===== config.mk =====
export PLATFORM = sky130hd
export DESIGN_NAME = ula_seq_multiplier_flat
export DESIGN_NICKNAME = d
export VERILOG_FILES = /design/src/rtl/ula_seq_multiplier_if.sv /design/src/rtl/ula_seq_multiplier.sv /design/src/flat_wrapper.sv
export SDC_FILE = /design/constraint.sdc
export NUM_CORES = 1
export LEC_CHECK = 0
export CAP_MARGIN = 20
export CORE_MARGIN = 4
export CORE_UTILIZATION = 40
export CTS_CLUSTER_DIAMETER = 60
export DETAILED_ROUTE_END_ITERATION = 8
export MAX_ROUTING_LAYER = met4
export SYNTH_ARGS = -nofsm -noshare
export SYNTH_HDL_FRONTEND = slang
export SYNTH_SLANG_ARGS = --single-unit

===== constraint.sdc =====
create_clock -name clk -period 3.65 [get_ports clk]
set_clock_uncertainty 0.05 [all_clocks]
set_input_delay 0.73 -clock clk [delete_from_list [all_inputs] [get_ports clk]]
set_output_delay 0.73 -clock clk [all_outputs]
set_load 0.03 [all_outputs]

===== src/rtl/ula_seq_multiplier_if.sv =====
// Handshake and data bundle for the sequential signed multiplier.
// Requester drives start/operands; the multiplier returns status and product.
interface ula_seq_multiplier_if #(
  parameter int WIDTH = 8
);
  logic                 start;
  logic [WIDTH-1:0]     a;
  logic [WIDTH-1:0]     b;
  logic                 busy;
  logic                 done;
  logic [2*WIDTH-1:0]   result;
  logic                 sign_flag;
  logic                 zero_flag;

  modport master (
    output start, a, b,
    input  busy, done, result, sign_flag, zero_flag
  );

  modport slave (
    input  start, a, b,
    output busy, done, result, sign_flag, zero_flag
  );
endinterface


===== src/rtl/ula_seq_multiplier.sv =====
// Iterative shift-and-add signed multiplier on operand magnitudes.
// One partial product per clock; sign applied in a final step.
module ula_seq_multiplier #(
  parameter int WIDTH = 8
) (
  input  logic                 clk,
  input  logic                 reset,
  ula_seq_multiplier_if.slave  bus
);
  localparam int PW = 2 * WIDTH;
  localparam int CW = $clog2(WIDTH + 1);

  typedef enum logic [1:0] {
    IDLE,
    RUN,
    SIGN
  } state_t;

  state_t           state;
  logic [PW-1:0]    acc;
  logic [PW-1:0]    mcand;
  logic [WIDTH-1:0] mplier;
  logic [CW-1:0]    count;
  logic             neg;
  logic             busy_q;
  logic             done_q;
  logic [PW-1:0]    result_q;

  logic [WIDTH-1:0] a_mag;
  logic [WIDTH-1:0] b_mag;

  // |x| of the minimum value wraps to itself, read back as unsigned.
  assign a_mag = bus.a[WIDTH-1] ? (~bus.a + WIDTH'(1)) : bus.a;
  assign b_mag = bus.b[WIDTH-1] ? (~bus.b + WIDTH'(1)) : bus.b;

  assign bus.busy      = busy_q;
  assign bus.done      = done_q;
  assign bus.result    = result_q;
  assign bus.sign_flag = result_q[PW-1];
  assign bus.zero_flag = (result_q == '0);

  // Control FSM and datapath: accept, iterate WIDTH times, apply sign.
  always_ff @(posedge clk or posedge reset) begin
    if (reset) begin
      state    <= IDLE;
      acc      <= '0;
      mcand    <= '0;
      mplier   <= '0;
      count    <= '0;
      neg      <= 1'b0;
      busy_q   <= 1'b0;
      done_q   <= 1'b0;
      result_q <= '0;
    end else begin
      done_q <= 1'b0;
      unique case (state)
        IDLE: begin
          if (bus.start) begin
            mcand  <= {{WIDTH{1'b0}}, a_mag};
            mplier <= b_mag;
            neg    <= bus.a[WIDTH-1] ^ bus.b[WIDTH-1];
            acc    <= '0;
            count  <= '0;
            busy_q <= 1'b1;
            state  <= RUN;
          end
        end
        RUN: begin
          if (mplier[0]) begin
            acc <= acc + mcand;
          end
          mcand  <= mcand << 1;
          mplier <= mplier >> 1;
          count  <= count + CW'(1);
          if (count == CW'(WIDTH - 1)) begin
            state <= SIGN;
          end
        end
        SIGN: begin
          result_q <= neg ? (~acc + PW'(1)) : acc;
          done_q   <= 1'b1;
          busy_q   <= 1'b0;
          state    <= IDLE;
        end
        default: begin
          state <= IDLE;
        end
      endcase
    end
  end
endmodule


===== src/flat_wrapper.sv =====
// flat-port wrapper written by rule: the top's interface ports become plain ports
module ula_seq_multiplier_flat 
#(
  parameter int WIDTH = 8
)
  (clk, reset, bus_start, bus_a, bus_b, bus_busy, bus_done, bus_result, bus_sign_flag, bus_zero_flag);
  ula_seq_multiplier_if #(.WIDTH(WIDTH)) bus_i ();
  input  logic clk;
  input  logic reset;
  input wire logic [$bits(bus_i.start)-1:0] bus_start;
  input wire logic [$bits(bus_i.a)-1:0] bus_a;
  input wire logic [$bits(bus_i.b)-1:0] bus_b;
  output wire logic [$bits(bus_i.busy)-1:0] bus_busy;
  output wire logic [$bits(bus_i.done)-1:0] bus_done;
  output wire logic [$bits(bus_i.result)-1:0] bus_result;
  output wire logic [$bits(bus_i.sign_flag)-1:0] bus_sign_flag;
  output wire logic [$bits(bus_i.zero_flag)-1:0] bus_zero_flag;
  assign bus_i.start = bus_start;
  assign bus_i.a = bus_a;
  assign bus_i.b = bus_b;
  assign bus_busy = bus_i.busy;
  assign bus_done = bus_i.done;
  assign bus_result = bus_i.result;
  assign bus_sign_flag = bus_i.sign_flag;
  assign bus_zero_flag = bus_i.zero_flag;
  ula_seq_multiplier #(.WIDTH(WIDTH)) u_core (.clk(clk), .reset(reset), .bus(bus_i));
endmodule

==> results_dict.tcl <==
set metrics [dict create \
    outcome "finished clean" \
    fill_cells 901 \
    worstHoldStart "u_core.mplier[2]$_DFFE_PP0P_" \
    wl_um 8917 \
    coreArea_um2 9371 \
    leakagePower_uw 0.002013 \
    rsz0062_at_grt "false" \
    timing.slew.headroom 0.4219 \
    synthesis.nets 459 \
    globalplace.congestion 0.8624 \
    place_ws_ns 1.097 \
    slew_violations 0 \
    holdBufCountCts 0 \
    syn_avg_cell_area_um2 9.265 \
    cp_max_fo 3 \
    syn2layout_area_growth_pct 19.32 \
    critPathArrivalTime_ns 1.93 \
    hpwl_um 6731 \
    clockBufferDepth 2 \
    synth_edf_count 0 \
    hold_viol 0 \
    worstHoldPathType "flip-flop to flip-flop" \
    vias 3282 \
    final.setup.tns_ns 0 \
    async_reset_ff_frac 1.000 \
    htreeDepth 3 \
    wire_per_inst_um 15.06 \
    drtIter0Drc 161 \
    peakVddDrop_v 0.0003144 \
    die_width_um 106.6 \
    rows 35 \
    rr_startpoint "u_core.acc[3]$_DFFE_PP0P_" \
    track_usage 0.1706 \
    grt_pass1_wl_um 15370 \
    yosysSeqAreaShare 0.4180 \
    antenna_found_initial 0 \
    worst_setup_path_start_kind "flip-flop" \
    cap_violations 0 \
    cts_tree "done" \
    drtAntennaViolNets 0 \
    reg2reg_slack_ns 1.10 \
    power.density_nw_per_um2 945.9 \
    syn_area_um2 3891 \
    worstSetupPathType "flip-flop to output pin" \
    cp.required_ns 2.87 \
    cts-root-buf "clkbuf_8" \
    chipHeight_um 106.6 \
    dr.pass1.iters 4 \
    yosys_warnings 0 \
    clock_sinks 65 \
    io_pins 39 \
    setup_violations 0 \
    grt_max_degree 47 \
    grt_pass1_vias 3154 \
    r2r_end "u_core.acc[13]$_DFFE_PP0P_" \
    vias_per_cell 5.544 \
    fin_ws_ns 0.9377 \
    finalCritPeriodShare 0.7431 \
    post-cts-setup-buffers 0 \
    diodes 0 \
    worstRegToRegCells 7 \
    dieArea_um2 11370 \
    cts_made_buffers 9 \
    synth_seq_cells 65 \
    min_to "u_core.mplier[2]$_DFFE_PP0P_" \
    postSynthCellCount 420 \
    fmax_ghz 0.3687 \
    grt_overflow 0 \
    worstHoldPathCells 2 \
    synthFlopType "dfrtp_1" \
    period_needed_ns 2.712 \
    drive_gt1_frac 0.07559 \
    initial_core_util 0.4152 \
    final_common_cell "dfrtp_1" \
    place.port_buffers 38 \
    final_cell_mix "dfrtp_1, nand2_1, o21ai_0" \
    synth_cell_types 51 \
    drc 0 \
    tightestPinTransition_ns 0.8650 \
    power.total_uw 4392 \
    nNetsFinal 497 \
    ctsResizeCount 0 \
    critPathCaptureType "output pin" \
    clk_pin_slew_ns 0.07 \
    clk_latency_ns 0.34 \
]
-- where the power goes --
part | total (µW) | switching (µW) | internal [µW]
Combinational | 2310 | 1270 | 1040
Clock | 665 | 281 | 384
Sequential | 1420 | 387 | 1030
Total | 4390 | 1940 | 2450
-- per-layer routing --
metal  global-route usage  vias up  part of all wire
met5                    -        -                 0
met4              0.04110        0             0.012
met3              0.03974       13             0.048
met2               0.2630       77              0.45
met1               0.2295     1559              0.49
li1                     -     1633                 -
-- stage by stage --
stage               utilization  cell area, µm²  instances  hold slack, ns
floorplan                     -            3891        420          0.4002
global placement         0.4692            4397        575          0.4226
detailed placement       0.4692            4397        575          0.4315
CTS                      0.4925            4616        591          0.4485
global route             0.4955            4643        592          0.4583
finish                   0.4955            4643        592          0.4410
-- Yosys cell counts (5+ instances only) --
cell type | number | area [µm²]
a21oi_1 | 25 | 125.1
a22o_1 | 13 | 113.9
clkbuf_1 | 16 | 60.06
dfrtp_1 | 65 | 1627
ha_1 | 19 | 237.7
inv_1 | 17 | 63.81
nand2_1 | 53 | 198.9
nand2b_1 | 5 | 31.28
nand3_1 | 7 | 35.03
nor2_1 | 16 | 60.06
nor3_1 | 5 | 25.02
nor4_1 | 5 | 31.28
o21ai_0 | 41 | 205.2
o22ai_1 | 23 | 143.9
o31ai_1 | 8 | 60.06
or3_1 | 6 | 37.54
xnor2_1 | 16 | 140.1
xor2_1 | 16 | 140.1
-- registers in the layout, indices dropped and copies added, names as in the netlist --
| name | count |
|---|---|
| u_core.bus.done | 1 |
| u_core.acc | 16 |
| u_core.count | 4 |
| u_core.state | 2 |
| u_core.mcand | 16 |
| u_core.mplier | 8 |
| u_core.bus.busy | 1 |
| u_core.neg | 1 |
| u_core.bus.result | 16 |
-- area by class of cell --
type	count	area, µm²	share of cell area
Multi-Input combinational cell	318	2105	0.4532
Sequential cell	65	1627	0.3503
Tap cell	129	161.4	0.03476
Timing Repair Buffer	47	467.9	0.1008
Clock buffer	9	123.9	0.02668
Inverter	17	63.81	0.01374
Clock inverter	7	95.09	0.02048
-- how the worst max path moves through the flow --
stage | startpoint | end | slack (ns) | cells past startpoint
6_report | u_core.bus.result[3]$_DFFE_PP0P_ | bus_zero_flag | 0.94 | 3
5_1_grt | u_core.bus.result[3]$_DFFE_PP0P_ | bus_zero_flag | 0.76 | 3
4_1_cts | u_core.bus.result[3]$_DFFE_PP0P_ | bus_zero_flag | 0.88 | 3
3_5_place_dp | bus_start | u_core.acc[13]$_DFFE_PP0P_ | 1.10 | 6
3_3_place_gp | bus_start | u_core.acc[13]$_DFFE_PP0P_ | 1.13 | 6
2_1_floorplan | reset | u_core.acc[0]$_DFFE_PP0P_ | 1.24 | 1
-- critical path, cell delays in order, from the launching register on --
cell and delay, ns:
dfrtp_1 0.39, nor4_1 0.32, and4_1 0.22, clkdlybuf4s50_1 0.66
-- cells by family after synthesis --
logic type               Yosys count  synth area share
buffers and inverters             37           0.04116
multiplexers                       3          0.008039
XOR/XNOR                          32           0.07202
AND/OR/NAND/NOR                  117            0.1479
adder cells (fa/ha/maj)           20           0.06624
AO/OA/AOI/OAI                    146            0.2466
flip-flops                        65            0.4180
Note: power is estimated with default switching activity, not from simulation.
